<file path="src/rtl/mem_port_arbiter.sv">
// Shares the unified memory port between the fetch and data channels.
// One outstanding transaction at a time, round-robin on contention.
module mem_port_arbiter #(
    parameter int ADDR_W = 32,
    parameter int DATA_W = 32
) (
    input  logic                clk,
    input  logic                rst,
    input  logic                inst_req_valid,
    output logic                inst_req_ready,
    input  logic [ADDR_W-1:0]   inst_addr,
    output logic                inst_resp_valid,
    input  logic                inst_resp_ready,
    output logic [DATA_W-1:0]   inst_rdata,
    input  logic                data_req_valid,
    output logic                data_req_ready,
    input  logic [ADDR_W-1:0]   data_addr,
    input  logic                data_wen,
    input  logic [DATA_W-1:0]   data_wdata,
    input  logic [DATA_W/8-1:0] data_wstrb,
    output logic                data_resp_valid,
    input  logic                data_resp_ready,
    output logic [DATA_W-1:0]   data_rdata,
    output logic                mem_req_valid,
    input  logic                mem_req_ready,
    output logic [ADDR_W-1:0]   mem_addr,
    output logic                mem_wen,
    output logic [DATA_W-1:0]   mem_wdata,
    output logic [DATA_W/8-1:0] mem_wstrb,
    input  logic                mem_resp_valid,
    output logic                mem_resp_ready,
    input  logic [DATA_W-1:0]   mem_rdata,
    output logic [31:0]         inst_grant_cnt,
    output logic [31:0]         data_grant_cnt
);

    localparam int STRB_W = DATA_W / 8;

    typedef enum logic [1:0] {
        S_IDLE,
        S_SEND,
        S_WAIT,
        S_RETURN
    } state_t;

    state_t              state_q;
    logic                prio_q;
    logic                owner_q;
    logic [ADDR_W-1:0]   addr_q;
    logic                wen_q;
    logic [DATA_W-1:0]   wdata_q;
    logic [STRB_W-1:0]   wstrb_q;
    logic [DATA_W-1:0]   rdata_q;
    logic [31:0]         icnt_q;
    logic [31:0]         dcnt_q;

    logic idle;
    logic grant_inst;
    logic grant_data;
    logic owner_ready;

    // prio_q = 0 favours the fetch channel when both request
    assign idle       = (state_q == S_IDLE);
    assign grant_inst = idle && inst_req_valid
                        && (!data_req_valid || !prio_q);
    assign grant_data = idle && data_req_valid
                        && (!inst_req_valid || prio_q);
    assign owner_ready = owner_q ? data_resp_ready : inst_resp_ready;

    assign inst_req_ready  = rst && grant_inst;
    assign data_req_ready  = rst && grant_data;
    assign mem_req_valid   = rst && (state_q == S_SEND);
    assign mem_resp_ready  = rst && (state_q == S_WAIT);
    assign inst_resp_valid = rst && (state_q == S_RETURN) && !owner_q;
    assign data_resp_valid = rst && (state_q == S_RETURN) && owner_q;

    assign mem_addr       = addr_q;
    assign mem_wen        = wen_q;
    assign mem_wdata      = wdata_q;
    assign mem_wstrb      = wstrb_q;
    assign inst_rdata     = rdata_q;
    assign data_rdata     = rdata_q;
    assign inst_grant_cnt = icnt_q;
    assign data_grant_cnt = dcnt_q;

    always_ff @(posedge clk or negedge rst) begin
        if (!rst) begin
            state_q <= S_IDLE;
            prio_q  <= 1'b0;
            owner_q <= 1'b0;
            addr_q  <= '0;
            wen_q   <= 1'b0;
            wdata_q <= '0;
            wstrb_q <= '0;
            rdata_q <= '0;
            icnt_q  <= '0;
            dcnt_q  <= '0;
        end else begin
            unique case (state_q)
                S_IDLE: begin
                    if (grant_inst) begin
                        addr_q  <= inst_addr;
                        wen_q   <= 1'b0;
                        wdata_q <= '0;
                        wstrb_q <= '0;
                        owner_q <= 1'b0;
                        prio_q  <= 1'b1;
                        icnt_q  <= icnt_q + 32'd1;
                        state_q <= S_SEND;
                    end else if (grant_data) begin
                        addr_q  <= data_addr;
                        wen_q   <= data_wen;
                        wdata_q <= data_wdata;
                        wstrb_q <= data_wstrb;
                        owner_q <= 1'b1;
                        prio_q  <= 1'b0;
                        dcnt_q  <= dcnt_q + 32'd1;
                        state_q <= S_SEND;
                    end
                end
                S_SEND: begin
                    if (mem_req_ready) state_q <= S_WAIT;
                end
                S_WAIT: begin
                    if (mem_resp_valid) begin
                        rdata_q <= mem_rdata;
                        state_q <= S_RETURN;
                    end
                end
                S_RETURN: begin
                    if (owner_ready) state_q <= S_IDLE;
                end
                default: state_q <= S_IDLE;
            endcase
        end
    end

endmodule

</file>
<file path="config.mk">
export PLATFORM = sky130hd
export DESIGN_NAME = mem_port_arbiter
export DESIGN_NICKNAME = d
export VERILOG_FILES = /design/src/rtl/mem_port_arbiter.sv
export SDC_FILE = /design/constraint.sdc
export NUM_CORES = 1
export LEC_CHECK = 0
export CORE_AREA = 2 2 132 134
export CTS_CLUSTER_SIZE = 14
export DETAILED_ROUTE_END_ITERATION = 8
export DIE_AREA = 0 0 134 136
export MAX_ROUTING_LAYER = met4
export PLACE_DENSITY = 0.84
export SYNTH_ARGS = -nofsm -noshare
export SYNTH_HDL_FRONTEND = slang
export SYNTH_SLANG_ARGS = --single-unit
</file>
<file path="constraint.sdc">
create_clock -name clk -period 6.1 [get_ports clk]
set_clock_uncertainty 0.05 [all_clocks]
set_input_delay 0.61 -clock clk [delete_from_list [all_inputs] [get_ports clk]]
set_output_delay 0.61 -clock clk [all_outputs]
set_load 0.02 [all_outputs]
</file>
==> results.toml <==
[outcome]
status = "finished clean"

[pwr]
p_per_area_nw_per_um2 = 474
p_seq_share_pct = 33.1
p_leak_nw = 4.87
p_sw_w = 0.00201
power_frac_comb_pct = 46.9
sw_frac_of_total_pct = 37.5
p_clk_share_pct = 20.1
intPower_w = 0.00334
vdd.ir_drop.worst_mv = 0.289

[synth]
syn_avg_cell_area_um2 = 11.6
syn_area_um2 = 7240
ys_types = 34
synth-async-reset-ratio_pct = 100
yosysSeqAreaShare_pct = 58.4
synth_warnings = 0
syn_inst = 622
syn_nets = 769
yosys_most_used_dff = "dfrtp_1"
synth_edf_count = 0
synth.ff_latch_count = 169

[route]
ant_nets = 0
wirelength_mm = 19.9
vias = 5882
drtPass1Iterations = 4
drtIter0Drc = 279
vias_per_cell = 5.02
drc_errors = 0
wl_per_cell_um = 17.0

[clocking]
numCtsBuffers = 17
root_buffer = "clkbuf_16"
path_clk_slew_ns = 0.07
cts_buffer_depth = 2
cts.sinks = 169
post_cts_resized = 0
post-cts-setup-buffer-count = 0
cts_hold_buffers = 0
htreeDepth = 4
tritoncts = "yes"
worstSkewPairLatency_ns = 0.42

[worst_setup_path]
cp_max_fo = 61
r2r_start = "state_q[0]$_DFFE_PN0P_"
rrSetupSlack_ns = 3.43
crit_top_cell = "clkdlybuf4s50_1"
critical_path_buf_inv_count = 3
start_kind = "primary input"
crit_family = "buffers and inverters"
rr_worst_depth = 6
cp.arrival_ns = 3.10
worst_path_max_delay_cell = "clkdlybuf4s50_1"
rr_endpoint = "data_grant_cnt[31]$_DFFE_PN0P_"
criticalPathCategory = "primary input to output port"
cp_cell_sequence = "clkdlybuf4s50_1 -> nand2_1 -> and3_2 -> nor2_4 -> buf_4 -> and2_1 -> clkdlybuf4s50_1"
endpoint_kind = "output port"
critPathMaxStageDelay_ns = 0.61
worstPathRequired_ns = 5.44

[layout]
area_growth_pct = 55.9
layout.cells.non_filler = 1172
fin_nets = 1081
layout-drive-gt1-share_pct = 8.24
num_antenna_cells = 0
utilization_pct = 66.9
filler_cell_count = 1258

[min_path]
hp-class = "primary input to async pin"

[sta]
hold_slack_ns = 0.148
report.final.slew_viol_count = 0
tns_ns = 0
setup_viol = 0
hold_viol = 0
fin_crit_ns = 3.76
rsz0062_at_grt = "false"
fmax_mhz = 266
worstMarginPinSlew_ns = 0.853
period_share_pct = 61.6
relSlewSlack_pct = 43.2

[grt]
grtUsageTotal_pct = 22.4
gr-total-overflow = 0
antenna_found_initial = 0
grt_start_max_net_pins = 85
grt_pass1_vias = 5712
grt_pass1_wl_mm = 30.7

[placed_design]
port-buffer-count = 343
place_congestion = 0.800
place_hpwl_mm = 15.0
placedCellCount = 1140

[die]
die_area_um2 = 18200
rows = 48
io_pins = 344
fp.dieH_um = 136
die_width_um = 134
start_util_pct = 42.9
core_area_um2 = 16900

[run]
drv_cap = 0
## worst reg2reg max path, delay by kind of cell (launching register included)
family | cells | cell delay (ns)
buffers and inverters | 1 | 0.10
AND/OR/NAND/NOR | 2 | 1.15
XOR/XNOR | 1 | 0.14
flip-flops | 1 | 0.40
AO/OA/AOI/OAI | 1 | 0.38
adder cells (fa/ha/maj) | 1 | 0.35
## cells by family (layout without fill, tap and decap cells)
family | count (synthesis) | count (layout) | share of synthesized area [%]
AO/OA/AOI/OAI | 77 | 77 | 8.06
adder cells (fa/ha/maj) | 6 | 6 | 1.04
XOR/XNOR | 62 | 62 | 7.50
AND/OR/NAND/NOR | 198 | 198 | 13.1
flip-flops | 169 | 169 | 58.4
multiplexers | 46 | 46 | 6.91
buffers and inverters | 64 | 389 | 5.00
## per-layer routing
metal | track usage (%) | part of all wire (%) | vias up
li1 | - | - | 2756
met1 | 26.2 | 39 | 2848
met2 | 37.7 | 52 | 254
met3 | 6.34 | 7.2 | 24
met4 | 7.15 | 2.2 | 0
met5 | - | 0 | -
## worst max-delay path by stage
stage | start | to | slack, ns | depth (start not counted)
2_1_floorplan | state_q[0]$_DFFE_PN0P_ | inst_req_ready | 3.39 | 8
3_3_place_gp | data_req_valid | data_req_ready | 2.41 | 7
3_5_place_dp | data_req_valid | data_req_ready | 2.34 | 7
4_1_cts | data_req_valid | data_req_ready | 2.32 | 7
5_1_grt | data_req_valid | data_req_ready | 2.23 | 7
6_report | data_req_valid | data_req_ready | 2.34 | 7
## cell usage after synthesis, types with 3 or more instances
library cell / instances / share of area [%]
nand4_1: 7 / 0.60
ha_1: 6 / 1.0
mux2i_1: 14 / 1.9
dfrtp_1: 169 / 58
and4_1: 8 / 0.97
and3_1: 7 / 0.60
xnor2_1: 40 / 4.8
inv_1: 8 / 0.41
nor2_1: 21 / 1.1
nor4_1: 4 / 0.35
or4_1: 3 / 0.31
a22o_1: 37 / 4.5
nand3_1: 26 / 1.8
mux2_2: 32 / 5.0
a22oi_1: 19 / 2.0
o21ai_0: 16 / 1.1
nor3_1: 11 / 0.76
nand2_1: 95 / 4.9
and2_1: 8 / 0.69
buf_1: 5 / 0.26
buf_4: 32 / 3.3
xor2_1: 22 / 2.7
clkbuf_1: 18 / 0.93
## area by class of cell
| type | instances | area [um2] | area share, % |
|---|---|---|---|
| clock buffer | 20 | 467 | 4.14 |
| clock inverter | 12 | 128 | 1.13 |
| inverter | 8 | 30.0 | 0.266 |
| multi-input combinational | 389 | 2670 | 23.6 |
| sequential | 169 | 4230 | 37.5 |
| tap | 225 | 282 | 2.50 |
| timing repair buffer | 349 | 3480 | 30.8 |
## per-stage QoR
step	cell area (um2)	worst slack, ns	power [W]
3_3_place_gp	10700	2.41	0.00426
6_report	11300	2.34	0.00535
3_5_place_dp	10700	2.34	0.00431
4_1_cts	11300	2.32	0.00540
2_1_floorplan	7240	3.39	0.00316
5_1_grt	11300	2.23	0.00562
## power by group through the flow
stage / registers (W) / clock network (W) / logic (W)
3_5_place_dp: 0.00178 / 0 / 0.00253
2_1_floorplan: 0.00218 / 0 / 0.000976
4_1_cts: 0.00177 / 0.00109 / 0.00253
3_3_place_gp: 0.00177 / 0 / 0.00249
6_report: 0.00177 / 0.00107 / 0.00251
5_1_grt: 0.00181 / 0.00115 / 0.00265
## flip-flops by register name, indices dropped and copies added (netlist names)
signal,cells
prio_q,1
owner_q,1
mem_wen,1
mem_wdata,32
mem_wstrb,4
mem_addr,32
inst_grant_cnt,32
data_rdata,32
data_grant_cnt,32
state_q,2
## placed cells by master (no fill, tap or decap), types with 8 or more instances in the layout
cell type          n
dfrtp_1          169
mux2_2            32
clkdlybuf4s50_1  342
nor2_1            20
a22oi_1           19
nand2_1           95
and2_1             8
xnor2_1           40
clkbuf_16         17
and4_1             8
o21ai_0           16
nor3_1            11
mux2i_1           14
a22o_1            37
inv_1              8
xor2_1            22
nand3_1           26
Power figures use the tool's default switching activity.
